===== src/rtl/shift_register.sv =====
// shift_register: serial-in parallel-out shift register with synchronous active-low reset
module shift_register #(
  parameter int              WIDTH      = 8,
  parameter bit              SHIFT_LEFT = 1'b1,
  parameter logic [WIDTH-1:0] RESET_VAL = '0
) (
  input  logic             clk,
  input  logic             reset,
  input  logic             in,
  output logic [WIDTH-1:0] out
);
  always_ff @(posedge clk)
    out <= !reset ? RESET_VAL : SHIFT_LEFT ? {out[WIDTH-2:0], in} : {in, out[WIDTH-1:1]};
endmodule


===== config.mk =====
export PLATFORM = sky130hd
export DESIGN_NAME = shift_register
export DESIGN_NICKNAME = d
export VERILOG_FILES = /design/src/rtl/shift_register.sv
export SDC_FILE = /design/constraint.sdc
export NUM_CORES = 1
export LEC_CHECK = 0
export ABC_AREA = 1
export CAP_MARGIN = 40
export CORE_AREA = 2 2 39 41
export CTS_CLUSTER_DIAMETER = 120
export DETAILED_ROUTE_END_ITERATION = 7
export DIE_AREA = 0 0 41 43
export GPL_ROUTABILITY_DRIVEN = 0
export SLEW_MARGIN = 20
export SYNTH_ARGS = -nofsm -noshare
export SYNTH_HDL_FRONTEND = slang
export SYNTH_SLANG_ARGS = --single-unit

===== constraint.sdc =====
create_clock -name clk -period 0.8 [get_ports clk]
set_input_delay 0.2 -clock clk [delete_from_list [all_inputs] [get_ports clk]]
set_output_delay 0.2 -clock clk [all_outputs]
set_load 0.005 [all_outputs]

==> Word level (Yosys, flattened, before mapping) <==
Cells that the tools add are included.
{ "word_totals": {"reg_bits": 8, "in_bits": 3, "elab_cells": 1} }

==> Logic depth before layout (Yosys ltp) <==
{ "logic_depth": {"ltp_word": 0, "depth_mapped": 3, "ltp_nobuf": 2} }

==> Worst setup path before layout <==
Ideal clock, no wire load.
{ "synth_timing": {"path_type": "input to register", "start": "input port reset", "end": "register out[6]", "stages": 3, "setup_time_ps": 109, "setup_slack_ps": 267, "path_buffers": 1, "arrival_time_ps": 424, "cell_sequence": "buf_2 -> nand2_1 -> inv_1"} }
{ "synth_lines": {"columns": ["item", "line", "text"], "rows": [
  ["start, declared", "8", "input logic reset,"],
  ["end signal, assigned", "13", "out <= !reset ? RESET_VAL : SHIFT_LEFT ? {out[WIDTH-2:0], in} : {in, out[WIDTH-1:1]};"],
  ["end, declared", "10", "output logic [WIDTH-1:0] out"]
]} }
No word-level cell between the ends.

==> Worst setup path after layout <==
{ "layout_timing": {"start": "register out[6]", "end": "output port out[6]"} }
No word-level cell between the ends.

==> metrics.md <==
| Metric | Value |
|---|---|
| Buffering stage count on the worst path with inverters included | `1` |
| Via count | `roughly 170` |
| Register clock-pin slew on the reported worst setup and hold paths | `around 0.050 ns` |
| Final period util | `109.1%` |
| Ranking of synthesized cells by instance count | `8 x sky130_fd_sc_hd__dfxtp_1, 8 x sky130_fd_sc_hd__inv_1, 8 x sky130_fd_sc_hd__nand2_1` |
| Congestion Overflow GR | `0` |
| Critical path data required time | `~0.6 ns` |
| Run status | `complete, but fails checks` |
| Critical R2R Capture | `out[4]` |
| Max-Slew Margin vs Limit | `between 80% and 90%` |
| Proportion of synthesized chip area in sequential cells | `around 71%` |
| Share of cells above drive strength 1 | `around 50%` |
| Maximum ir drop on the vdd rail | `around 0.68 mV` |
| Number of clock buffers inserted by TritonCTS | `3` |
| Synthesized area divided by synthesized cell count | `~9 um2` |
| Number of enable-type register cells in the synthesized netlist | `0` |
| Synthesized net count | `28` |
| 1st-iter DRT viols | `1` |
| Reg2reg path depth | `3` |
| Antenna violations before repair | `0` |
| Hold Path Depth | `3` |
| Synth area leader | `sky130_fd_sc_hd__dfxtp_1` |
| Hold Crit Class | `in2reg` |
| Initial core utilization | `~16%` |
| Worst Skew | `between 0.0008 and 0.0009 ns` |
| Flip-flop count of the largest register, all copies and words added | `8` |
| Post-detailed-route wirelength per cell | `roughly 7 um` |
| Count of distinct cell types in the synthesized netlist | `4` |
| Maximum level of the CTS H-tree | `1` |
| Worst setup slack for register-to-register paths | `around 0.18 ns` |
| Worst Min Path Start | `reset` |
| Cell with the largest stage delay on the worst path | `sky130_fd_sc_hd__dfxtp_2` |
| Leak | `~0.23 nW` |
| List of cells traversed by the critical path | `buf_2` |
| Violations in the final reports | `setup timing` |
| Worst r2r src | `out[3]` |
| Chip Height | `roughly 43 um` |
| Remaining design rule violation count | `0` |
| Max-Cap Viols | `0` |
| Post-synthesis sequential element count | `8` |
| TritonCTS Sinks | `8` |
| Largest registers | `out: 8 flops` |
| Signal arrival time at the worst endpoint | `0.67 ns` |
| GRT Util Overall | `~5.6%` |
| Highest clock rate | `1146 MHz` |
| First-pass GRT wire length | `558 um` |
| Top cell family by delay on the critical path | `flip-flops` |
| Pin count of the biggest net entering global routing | `9` |
| Clock tree root buffer cell | `sky130_fd_sc_hd__clkbuf_4` |
| Wire length reported by the detailed router | `between 300 and 400 um` |
| DR pass1 iterations | `2` |
| Vias per cell | `around 3.1` |
| Worst Slack Setup Final | `-0.07264 ns` |
| Shortest clock period the worst path allows after layout | `about 0.87 ns` |
| Area inside the core boundary | `1384 um2` |
| Summed instance area of the synthesized netlist | `around 230 um2` |
| Top cell type's share of synthesized area | `71.11%` |
| Die Area | `1763 um2` |
| Antenna-violating nets left | `0` |
| Final setup vio count | `8` |
| Area delta synth->final | `57.22%` |
| Core occupancy in the finished layout | `~26%` |
| Most used flip-flop cell after synthesis | `sky130_fd_sc_hd__dfxtp_1` |
| Detailed Place HPWL | `272.6 um` |
| CTS tree | `done` |
| Row cnt | `14` |
| Crit path capture type | `output pin` |
| Maximum fanout encountered on the critical timing path | `2` |
| Type of element launching the critical path | `flip-flop` |
| Via count of the first global-routing pass | `150` |
| Maximum clock path buffer count | `2` |
| Register with the highest flop count | `out` |
| Startpoint-to-endpoint class of the critical path | `reg2out` |
| Final max-slew violation count | `0` |
| Number of diodes added for antenna fixing | `0` |
| Nets | `43` |
| Filler Cells Inserted | `163` |
| Highest cell delay on the worst timing path | `about 0.31 ns` |
| Clock latency on the worst-skew pair | `~0.24 ns` |
| Synthesized instance count | `25` |
| RSZ-0062 raised after global routing | `true` |
| Number of I/O port buffers | `10` |
| Total count of hold-check failures in the final report | `0` |
| Min-Delay Endpoint | `out[5]` |
| Pwr Total | `0.7295 mW` |
| Boundary Pins | `11` |
| Total power per unit cell area | `about 2100 nW/um2` |
| Worst Tran Pin Value | `between 0.2 and 0.3 ns` |
| Largest cells by area after synthesis | `sky130_fd_sc_hd__dfxtp_1 71%, sky130_fd_sc_hd__inv_1 13%, sky130_fd_sc_hd__nand2_1 13%` |
| Post-place setup slack | `-0.2151 ns` |
| Synth async-reset ratio | `0%` |
| Die width | `41 um` |
| Number of warnings printed during yosys synthesis | `0` |
## worst max path at each step
stage               cells after the start  startpoint  endpoint
CTS                                     1      out[6]    out[6]
floorplan                               3       reset    out[6]
finish                                  1      out[6]    out[6]
global placement                        1      out[3]    out[3]
global route                            1      out[2]    out[2]
detailed placement                      1      out[6]    out[6]
## layout by cell type (no fill, tap or decap)
cell type                         count
sky130_fd_sc_hd__nand2_1              8
sky130_fd_sc_hd__inv_1                8
sky130_fd_sc_hd__dfxtp_2              7
sky130_fd_sc_hd__buf_2                6
sky130_fd_sc_hd__clkbuf_4             3
sky130_fd_sc_hd__buf_6                2
sky130_fd_sc_hd__clkdlybuf4s50_1      1
sky130_fd_sc_hd__dlymetal6s2s_1       1
sky130_fd_sc_hd__dfxtp_1              1
sky130_fd_sc_hd__buf_4                1
## power by group
part,internal [mW],total (mW),switching (mW)
clock,0.170,0.285,0.115
combinational,0.0192,0.0319,0.0127
sequential,0.409,0.413,0.00398
total,0.598,0.730,0.131
## routing by layer
layer / vias to the layer above / GRT usage [%] / part of all wire [%]
met5: - / 0 / 0
met4: 0 / 6.000 / 1.6
met3: 2 / 6.283 / 12
met2: 7 / 5.938 / 39
li1: 94 / - / -
met1: 65 / 5.161 / 47
## metrics by stage
stage          instances  TNS, ns  instance area [um2]  hold WS, ns
2_1_floorplan         25        0                225.2       0.2976
3_3_place_gp          50   -3.114                340.3       0.4230
3_5_place_dp          50   -3.281                340.3       0.4227
4_1_cts               54  -0.6227                339.1       0.4245
5_1_grt               54  -0.7689                354.1       0.3147
6_report              54  -0.5105                354.1       0.3098
## worst min-delay path, cell delays in order
cell                             delay, ns
sky130_fd_sc_hd__dlymetal6s2s_1       0.20
sky130_fd_sc_hd__nand2_1              0.09
sky130_fd_sc_hd__inv_1                0.03
## cell families (layout without fill, tap and decap cells)
logic type,after synthesis,after routing,synth area share (%)
buffers and inverters,9,22,15.55
DFF,8,8,71.11
and+or+nand+nor,8,8,13.33
## layout make-up
class                   instances  area (um2)  share of cell area, %
multi-input cells               8       30.03                  8.481
inverters                       8       30.03                  8.481
well taps                      16       20.02                  5.654
repair buffers                 11       82.58                  23.32
clock buffers                   3       22.52                  6.360
flip-flops and latches          8       168.9                  47.70
## what timing repair did
action	CTS	global route
hold buffers	0	0
endpoints found under the setup margin	8	9
buffers inserted	1	0
resized for setup	39	3
No activity file was read; power rests on OpenSTA's default activity.
==> variant, RTL diff (same settings) <==
Put one more register stage on the output `out`. The value now appears one clock later.
--- a/src/rtl/shift_register.sv
+++ b/src/rtl/shift_register.sv
@@ -9,7 +9,13 @@
   input  logic             in,
   output logic [WIDTH-1:0] out
 );
+
+  logic [WIDTH-1:0] out_s0;
   always_ff @(posedge clk)
-    out <= !reset ? RESET_VAL : SHIFT_LEFT ? {out[WIDTH-2:0], in} : {in, out[WIDTH-1:1]};
+    out_s0 <= !reset ? RESET_VAL : SHIFT_LEFT ? {out_s0[WIDTH-2:0], in} : {in, out_s0[WIDTH-1:1]};
+  always_ff @(posedge clk) begin
+      out <= out_s0;
+  end
+
 endmodule
 
Function: changed (a bounded check fails within 4 cycles, from zero or initial values and one cycle with reset low).
==> variant against the original RTL <==
- final area rose by 41%
- maximum frequency fell by 2.7%
- worst hold slack got worse by 0.030 ns
- global-route usage is 1.5 points higher
- sequential share of layout area up 16 points
- clock skew increased by 0.0054 ns
- setup slack got worse by 0.024 ns
- wire length is 21% higher
- synthesized area is 71% higher
- largest power group unchanged
- die area stayed put
- sequential cell count increased by 8
- the flow still finishes with violations (setup timing)
- power grew 85%
- critical path type unchanged
==> variant: results (changes against the original RTL) <==
Run status
  – Status: finished with violations
  – Failing checks: setup timing

Setup path
  – Worst setup path start: out[4]$_DFF_P_
  – Reg-to-Reg End: out_s0[2]$_SDFF_PN0_
  – Worst setup endpoint: out[4]
  – Critical-path maximum fanout: 1 (-1)
  – Worst R2R Path Depth: 2 (-1)
  – Critical path data arrival time: 0.70 ns (+0.03 ns)
  – Crit-path slowest cell: dfxtp_1

Synth
  – FF+latch count, synth: 16 (+8)
  – Synth area leaders: dfxtp_1 (83%), inv_1 (7.8%), nand2_1 (7.8%), buf_2 (1.3%)
  – Sequential element share of the synthesized area: 83.1% (+12 points)
  – Synth cell count leaders: dfxtp_1 (16), inv_1 (8), nand2_1 (8), buf_2 (1)

Power
  – Peak supply drop: 0.000922 V (+36%)
  – Clock share of power: 37.5% (-1.6 points)

Layout
  – Multi-input logic portion of the cell area: 6.02% (-2.5 points)
  – Buffers excl. clock: 10 (-1)
  – FF+latch area: 320 um^2 (+90%)
  – Post-layout nets: 50 (+16%)
  – Signal buffers share of area: 12.5% (-11 points)

Global route
  – Vias in the first global route: 172 (+15%)
  – Met3 usage: 3.14% (-3.1 points)
  – GR met1 Demand/Resource: 9.36% (+4.2 points)

STA
  – Final worst slack: -0.0965 ns (-0.0239 ns)
  – Setup violators final: 8 (unchanged)
  – Clk_skew: 0.00627 ns (+0.00537 ns)

Detailed routing
  – DR WL met2: 173 um (+17%)
  – Routed wl met3: 53 um (+15%)
  – WL/cell: 7.40 um (+5.8%)
  – Max Used Layer: met3

Clock tree
  – Post-CTS Setup Bufs: 0 (-1)
-- variant: changes by cell type in the layout (fill, tap and decap cells not counted), sizes merged --
cell    unedited run  this run
dfxtp              8        16
buf                9         8
clkbuf             3         4
-- variant: logic make-up after synthesis --
family / after synthesis / share of synthesized area [%]
flip-flops: 16 / 83.1
AND/OR/NAND/NOR: 8 / 7.79
buffers and inverters: 9 / 9.09
-- variant: stage by stage --
stage | setup slack [ns] | power (W) | utilization (%) | std cells
after global routing | -0.149 | 0.00143 | 36.1 | 62
final | -0.0965 | 0.00135 | 36.1 | 62
after floorplan | 0.267 | 0.000847 | - | 33
after CTS | -0.108 | 0.00137 | 35.9 | 62
after global placement | -0.204 | 0.000872 | 36.2 | 58
after detailed placement | -0.224 | 0.000872 | 36.2 | 58
-- variant: tightest hold or removal path, cell delays in order --
cell and delay (ns):
dlymetal6s2s_1 0.20, nand2_1 0.09, inv_1 0.03
